## src/rtl/chacha_block_stream.sv

```systemverilog
// ChaCha block function with streaming keystream output.
//
// The host loads the 16-word input state as NB = 512/IO_W beats. Beats come
// word 0 first, and each word is little-endian. After the last beat the core
// runs 4*ROUNDS quarter-rounds, one per cycle, and then one feed-forward add.
// It then presents the keystream block, one beat at a time.
//
// Ports:
//   clk, rst     rising-edge clock and synchronous active-high reset
//   data_in, wr  load beat and load strobe (one beat per cycle)
//   data_out, rd current keystream beat and pop strobe
//   ready        a keystream block is available (OUT state)
//   busy         computing (CALC, SUM or INC)
//   auto_inc     sampled on the last pop: bump the counter and recompute
//   ctr_wrap     sticky flag: the counter wrapped to zero under auto-increment
//   dbg_state_o  current FSM state, for observation only
//
// Handshake: wr has no back-pressure. Every cycle with wr=1 consumes data_in.
// A wr outside IDLE/LOAD aborts the block and restarts loading at beat 0.
// data_out is valid whenever ready=1, and a cycle with ready=1 and rd=1 pops
// that beat. rd is ignored while ready=0. When wr and rd are both high, wr wins.
module chacha_block_stream #(
    parameter int ROUNDS = 20,
    parameter int IO_W   = 8,
    parameter int CTR_W  = 32
) (
    input  logic            clk,
    input  logic            rst,
    input  logic [IO_W-1:0] data_in,
    input  logic            wr,
    output logic [IO_W-1:0] data_out,
    input  logic            rd,
    output logic            ready,
    output logic            busy,
    input  logic            auto_inc,
    output logic            ctr_wrap,
    output logic [2:0]      dbg_state_o
);
    localparam int NB    = 512 / IO_W;
    localparam int PTR_W = $clog2(NB);
    localparam int NQR   = 4 * ROUNDS;
    localparam int QR_W  = $clog2(NQR);
    localparam logic [PTR_W-1:0] LAST_BEAT = PTR_W'(NB - 1);
    localparam logic [QR_W-1:0]  LAST_QR   = QR_W'(NQR - 1);

    if (!(ROUNDS == 8 || ROUNDS == 12 || ROUNDS == 20)) begin : g_bad_rounds
        $error("chacha_block_stream: ROUNDS must be 8, 12 or 20");
    end
    if (!(IO_W == 8 || IO_W == 32)) begin : g_bad_io_w
        $error("chacha_block_stream: IO_W must be 8 or 32");
    end
    if (!(CTR_W == 32 || CTR_W == 64)) begin : g_bad_ctr_w
        $error("chacha_block_stream: CTR_W must be 32 or 64");
    end

    typedef enum logic [2:0] {
        S_IDLE = 3'd0,
        S_LOAD = 3'd1,
        S_CALC = 3'd2,
        S_SUM  = 3'd3,
        S_OUT  = 3'd4,
        S_INC  = 3'd5
    } state_t;

    state_t             state_q, state_d;
    logic [PTR_W-1:0]   wr_ptr_q, wr_ptr_d;
    logic [PTR_W-1:0]   rd_ptr_q, rd_ptr_d;
    logic [QR_W-1:0]    qr_cnt_q, qr_cnt_d;
    logic               ctr_wrap_q, ctr_wrap_d;
    logic [511:0]       in_q, in_d;     // input state, word i at [32*i +: 32]
    logic [31:0]        work_q [16];
    logic [31:0]        work_d [16];

    logic               load_beat, abort;
    logic [8:0]         wr_bit, rd_bit;
    logic [511:0]       work_flat;
    logic [511:0]       in_inc;
    logic               inc_wrap;
    logic [31:0]        ctr32;
    logic [63:0]        ctr64;
    logic [1:0]         lane;
    logic [3:0]         ia, ib, ic, id;
    logic [31:0]        qa, qb, qc, qd;

    assign load_beat = wr && (state_q == S_IDLE || state_q == S_LOAD);
    assign abort     = wr && !load_beat;
    assign wr_bit    = 9'(wr_ptr_q) << $clog2(IO_W);
    assign rd_bit    = 9'(rd_ptr_q) << $clog2(IO_W);

    // State register
    always_ff @(posedge clk) begin
        if (rst) state_q <= S_IDLE;
        else     state_q <= state_d;
    end

    // Next-state logic
    always_comb begin
        state_d = state_q;
        case (state_q)
            S_IDLE, S_LOAD: begin
                if (wr) state_d = (wr_ptr_q == LAST_BEAT) ? S_CALC : S_LOAD;
            end
            S_CALC: begin
                if (wr)                         state_d = S_LOAD;
                else if (qr_cnt_q == LAST_QR)   state_d = S_SUM;
            end
            S_SUM:  state_d = wr ? S_LOAD : S_OUT;
            S_OUT: begin
                if (wr)                                state_d = S_LOAD;
                else if (rd && rd_ptr_q == LAST_BEAT)  state_d = auto_inc ? S_INC : S_IDLE;
            end
            S_INC:  state_d = wr ? S_LOAD : S_CALC;
            default: state_d = S_IDLE;
        endcase
    end

    // Outputs. data_out is forced to zero outside OUT so that a reset or an
    // abort never exposes a partially computed block.
    always_comb begin
        for (int i = 0; i < 16; i++) work_flat[32*i +: 32] = work_q[i];
        ready       = (state_q == S_OUT);
        busy        = (state_q == S_CALC) || (state_q == S_SUM) || (state_q == S_INC);
        dbg_state_o = state_q;
        data_out    = ready ? work_flat[rd_bit +: IO_W] : '0;
        ctr_wrap    = ctr_wrap_q;
    end

    // Quarter-round lane selection. qr_cnt[2]=0 selects a column and 1 selects
    // a diagonal. On a diagonal, rows b/c/d are rotated by 1/2/3 lanes.
    always_comb begin
        lane = qr_cnt_q[1:0];
        ia   = {2'b00, lane};
        if (!qr_cnt_q[2]) begin
            ib = {2'b01, lane};
            ic = {2'b10, lane};
            id = {2'b11, lane};
        end else begin
            ib = {2'b01, 2'(lane + 2'd1)};
            ic = {2'b10, 2'(lane + 2'd2)};
            id = {2'b11, 2'(lane + 2'd3)};
        end
        qa = work_q[ia];
        qb = work_q[ib];
        qc = work_q[ic];
        qd = work_q[id];
        qa = qa + qb; qd = qd ^ qa; qd = {qd[15:0], qd[31:16]};
        qc = qc + qd; qb = qb ^ qc; qb = {qb[19:0], qb[31:20]};
        qa = qa + qb; qd = qd ^ qa; qd = {qd[23:0], qd[31:24]};
        qc = qc + qd; qb = qb ^ qc; qb = {qb[24:0], qb[31:25]};
    end

    // Counter increment: word 12, or words 13:12 when CTR_W is 64
    always_comb begin
        in_inc   = in_q;
        ctr32    = '0;
        ctr64    = '0;
        inc_wrap = 1'b0;
        if (CTR_W == 64) begin
            ctr64             = in_q[447:384] + 64'd1;
            in_inc[447:384]   = ctr64;
            inc_wrap          = (ctr64 == 64'd0);
        end else begin
            ctr32             = in_q[415:384] + 32'd1;
            in_inc[415:384]   = ctr32;
            inc_wrap          = (ctr32 == 32'd0);
        end
    end

    // Datapath next-state
    always_comb begin
        in_d       = in_q;
        work_d     = work_q;
        wr_ptr_d   = wr_ptr_q;
        rd_ptr_d   = rd_ptr_q;
        qr_cnt_d   = qr_cnt_q;
        ctr_wrap_d = ctr_wrap_q;
        if (load_beat) begin
            in_d[wr_bit +: IO_W] = data_in;
            if (wr_ptr_q == LAST_BEAT) begin
                // The working copy includes the beat stored on this edge
                for (int i = 0; i < 16; i++) work_d[i] = in_d[32*i +: 32];
                wr_ptr_d = '0;
                qr_cnt_d = '0;
            end else begin
                wr_ptr_d = wr_ptr_q + 1'b1;
            end
        end else if (abort) begin
            in_d[IO_W-1:0] = data_in;
            wr_ptr_d       = PTR_W'(1);
            rd_ptr_d       = '0;
            ctr_wrap_d     = 1'b0;
        end else begin
            case (state_q)
                S_CALC: begin
                    work_d[ia] = qa;
                    work_d[ib] = qb;
                    work_d[ic] = qc;
                    work_d[id] = qd;
                    qr_cnt_d   = qr_cnt_q + 1'b1;
                end
                S_SUM: begin
                    for (int i = 0; i < 16; i++) work_d[i] = work_q[i] + in_q[32*i +: 32];
                    rd_ptr_d = '0;
                end
                S_OUT: begin
                    // Pointer wraps to 0 naturally after the last beat
                    if (rd) rd_ptr_d = rd_ptr_q + 1'b1;
                end
                S_INC: begin
                    in_d = in_inc;
                    for (int i = 0; i < 16; i++) work_d[i] = in_inc[32*i +: 32];
                    qr_cnt_d   = '0;
                    ctr_wrap_d = ctr_wrap_q | inc_wrap;
                end
                default: ;
            endcase
        end
    end

    always_ff @(posedge clk) begin
        if (rst) begin
            wr_ptr_q   <= '0;
            rd_ptr_q   <= '0;
            qr_cnt_q   <= '0;
            ctr_wrap_q <= 1'b0;
        end else begin
            wr_ptr_q   <= wr_ptr_d;
            rd_ptr_q   <= rd_ptr_d;
            qr_cnt_q   <= qr_cnt_d;
            ctr_wrap_q <= ctr_wrap_d;
        end
    end

    // The state arrays are not cleared on reset. They are always rewritten
    // before use.
    always_ff @(posedge clk) begin
        in_q   <= in_d;
        work_q <= work_d;
    end

endmodule

```

## config.mk

```make
export PLATFORM = sky130hd
export DESIGN_NAME = chacha_block_stream
export DESIGN_NICKNAME = d
export VERILOG_FILES = /design/src/rtl/chacha_block_stream.sv
export SDC_FILE = /design/constraint.sdc
export NUM_CORES = 2
export LEC_CHECK = 0
export BUFFER_PORTS_ARGS = -buffer_cell sky130_fd_sc_hd__buf_2
export CORE_MARGIN = 1.5
export CORE_UTILIZATION = 28
export CTS_CLUSTER_SIZE = 20
export DETAILED_ROUTE_END_ITERATION = 12
export GPL_ROUTABILITY_DRIVEN = 1
export PLACE_DENSITY_LB_ADDON = 0.05
export SYNTH_ARGS = -nofsm -noshare
export SYNTH_HDL_FRONTEND = slang
export SYNTH_SLANG_ARGS = --single-unit
```

## constraint.sdc

```tcl
create_clock -name clk -period 57.2 [get_ports clk]
set_clock_uncertainty 0.05 [all_clocks]
set_input_delay 14.3 -clock clk [delete_from_list [all_inputs] [get_ports clk]]
set_output_delay 14.3 -clock clk [all_outputs]
set_load 0.03 [all_outputs]
```

==> results.cfg <==
[power_and_ir_drop]
power_density_mw_per_mm2 = 20.9
power_switching_uw = 652
intPower_uw = 1540
p_leak_uw = 0.0392
switching_share_pct = 29.7
p_comb_share_pct = 14.3
power.share.clock_pct = 45.0
p_total_uw = 2190
seqPwrFrac_pct = 40.7
ir_drop_v = 0.0000219

[logic_synthesis]
yosysWarnings = 0
synth_cells = 9547
syn_nets = 10200
syn_area_mm2 = 0.0928
synthTopCellsByCount = edfxtp_1 (1024), nor2_1 (999), a21oi_1 (978)
synth_largest_area_cell = edfxtp_1
synth_area_leaders = edfxtp_1 (33%), ha_1 (8.5%), mux4_2 (7.2%)
synthArstFlopShare_pct = 0
yosys.area.top_type_share_pct = 33.1
synth-main-ff-cell = edfxtp_1
syn_area_per_cell_um2 = 9.72
ys_ff_latch = 1047
yosysSeqAreaShare_pct = 33.6
synth_cell_types = 100
synth_edf_count = 1024
yosysMostFrequentCell = edfxtp_1

[die]
coreArea_mm2 = 0.330
die-area_mm2 = 0.335
ioPinCount = 27
die_h_um = 579
start_util_pct = 28.1
die_w_um = 579
row_count = 211

[final_layout]
synthToLayoutAreaGrowth_pct = 13.2
drive_above_1_share_pct = 11.3
fin_nets = 10200

[setup_path]
path_buf_inv = 7
worstPathCellList = buf_2 > nand2_4 > inv_8 > buf_4 > buf_4 > buf_4 > buf_4 > buf_4 > a21oi_1 > o21ai_0 > a21oi_1 > a21o_1 > o211ai_1
regToRegSetupSlack_ns = 38.56
cp_slowest_stage_delay_ns = 0.92
cp-startpoint = wr
endpoint_kind = flip-flop
crit_top_cell = buf_4
cp_slowest_cell = buf_4
worstSetupPathType = primary input to flip-flop
regToRegEndpoint = work_flat[198]
path_delay_family = buffers and inverters
worstPathRequired_ns = 57.88
worstPathArrival_ns = 20.29
crit_fanout = 92
r2r.worst_path.cells = 45
r2r_start = qr_cnt_q[0]
cp-start-kind = primary input

[route]
wl_per_cell_um = 40.3
drt_iter0_drc = 10900
wl_um = 567000
ant_nets = 0
dr.pass1.iters = 9
vias = 87800
vias_per_cell = 6.25
drcViolationCount = 0

[clock_tree]
ctsResizeCount = 0
clock_latency_ns = 0.92
cts_tree = built
ctsHoldBuffers = 0
htree_levels = 4
postCtsSetupBuffers = 0
numCtsBuffers = 157
clk_pin_slew_ns = 0.06
cts_sinks = 1047
root_buffer = clkbuf_16
clock_path_buffers = 4

[run]
drv_cap = 0

[global_routing]
grt_pass1_vias = 81700
grt_usage_pct = 33.0
grt_pass1_wl_um = 753000
globalRoute.totalOverflow = 0
grt_max_degree = 151
antenna_found_initial = 120

[hold_path]
whs_endpoint = qr_cnt_q[6]
hold_path.class = flip-flop to flip-flop
min_path_cells = 2
min-delay-start = qr_cnt_q[6]

[placement]
finalWeightedCongestion = 1.01
io_buffers = 26
dp_hpwl_um = 428000

[sta]
rsz0062_at_grt = false
final-hold-violation-count = 0
slew_violations = 0
min_period_over_period_pct = 34.3
setup_viol = 0
fin_setup_tns_ns = 0
worst_slew_pin_slew_ns = 1.40
timing.fmax_mhz = 51.0
period_needed_ns = 19.60
slew-limit-headroom_pct = 6.48

[status]
status = finished clean
-- worst max-delay path by stage --
stage | endpoint | cells past startpoint
6_report | work_flat[382] | 13
5_1_grt | work_flat[382] | 13
4_1_cts | data_out[0] | 7
3_5_place_dp | work_flat[382] | 13
3_3_place_gp | work_flat[382] | 13
2_1_floorplan | in_q[100] | 6
-- power by group through the flow --
stage | Combinational (uW) | Sequential, uW | Clock, uW
6_report | 313 | 894 | 986
2_1_floorplan | 211 | 909 | 0
3_5_place_dp | 306 | 909 | 0
4_1_cts | 308 | 893 | 1010
3_3_place_gp | 305 | 908 | 0
5_1_grt | 339 | 897 | 1030
-- stage by stage --
step / instance area [um2] / hold slack, ns / setup WS, ns / util (%) / cells
finish: 105000 / 0.457 / 37.60 / 31.8 / 14100
global route: 105000 / 0.475 / 37.19 / 31.8 / 14000
CTS: 105000 / 0.450 / 37.73 / 31.8 / 14000
detailed placement: 100000 / 0.442 / 36.79 / 30.3 / 13700
global placement: 100000 / 0.418 / 36.91 / 30.3 / 13700
floorplan: 92800 / 0.408 / 27.91 / - / 9547
-- placed cells by master (no fill, tap or decap), types with 296 or more instances in the layout --
cell         n
ha_1       632
xnor2_1    354
o21ai_0    512
mux4_2     296
mux2i_1    558
nor2_1     964
edfxtp_1  1024
buf_4      313
a21oi_1    965
nand2_1    591
a21o_1     334
-- logic make-up (layout without fill, tap and decap cells) --
kind of cell,after synthesis,after routing,share of synthesized area [%]
XOR/XNOR,671,671,6.67
AND/OR/NAND/NOR,2464,2464,12.0
multiplexers,868,868,13.4
buffers and inverters,703,790,2.86
adder cells (fa/ha/maj),653,653,8.96
flip-flops,1047,1047,33.6
other,0,55,0
AO/OA/AOI/OAI,3141,3141,22.5
-- metal layers --
layer  wire (um)  GRT usage (%)  share of wire, %
met5         283              0             0.050
met4       37100           19.2               6.6
met3       46800           6.70               8.3
met2      241000           49.1                43
met1      241000           44.1                43
-- worst reg2reg max path: cells and delay by family (launching register included) --
family          cells  cell delay (ns)
compound gates     23             7.60
xor+xnor            6             3.43
fa+ha+maj           5             2.27
buf+inv             4             1.97
flops               1             0.33
mux                 2             1.07
simple gates        5             1.66
-- area by class of cell --
class / instances / area, um2
fillers: 34100 / 225000
well taps: 4366 / 5460
clock buffers: 203 / 4160
multi-input cells: 7797 / 60200
inverters: 175 / 664
repair buffers: 337 / 2560
flip-flops and latches: 1047 / 31200
diodes: 55 / 138
clock inverters: 75 / 687
-- flip-flops by register name (all words and copies together), names as in the netlist --
signal and flops:
ctr_wrap 1, dbg_state_o 3, in_q 512, qr_cnt_q 7, rd_ptr_q 6, work_flat 512, wr_ptr_q 6
Power figures use the tool's default switching activity.
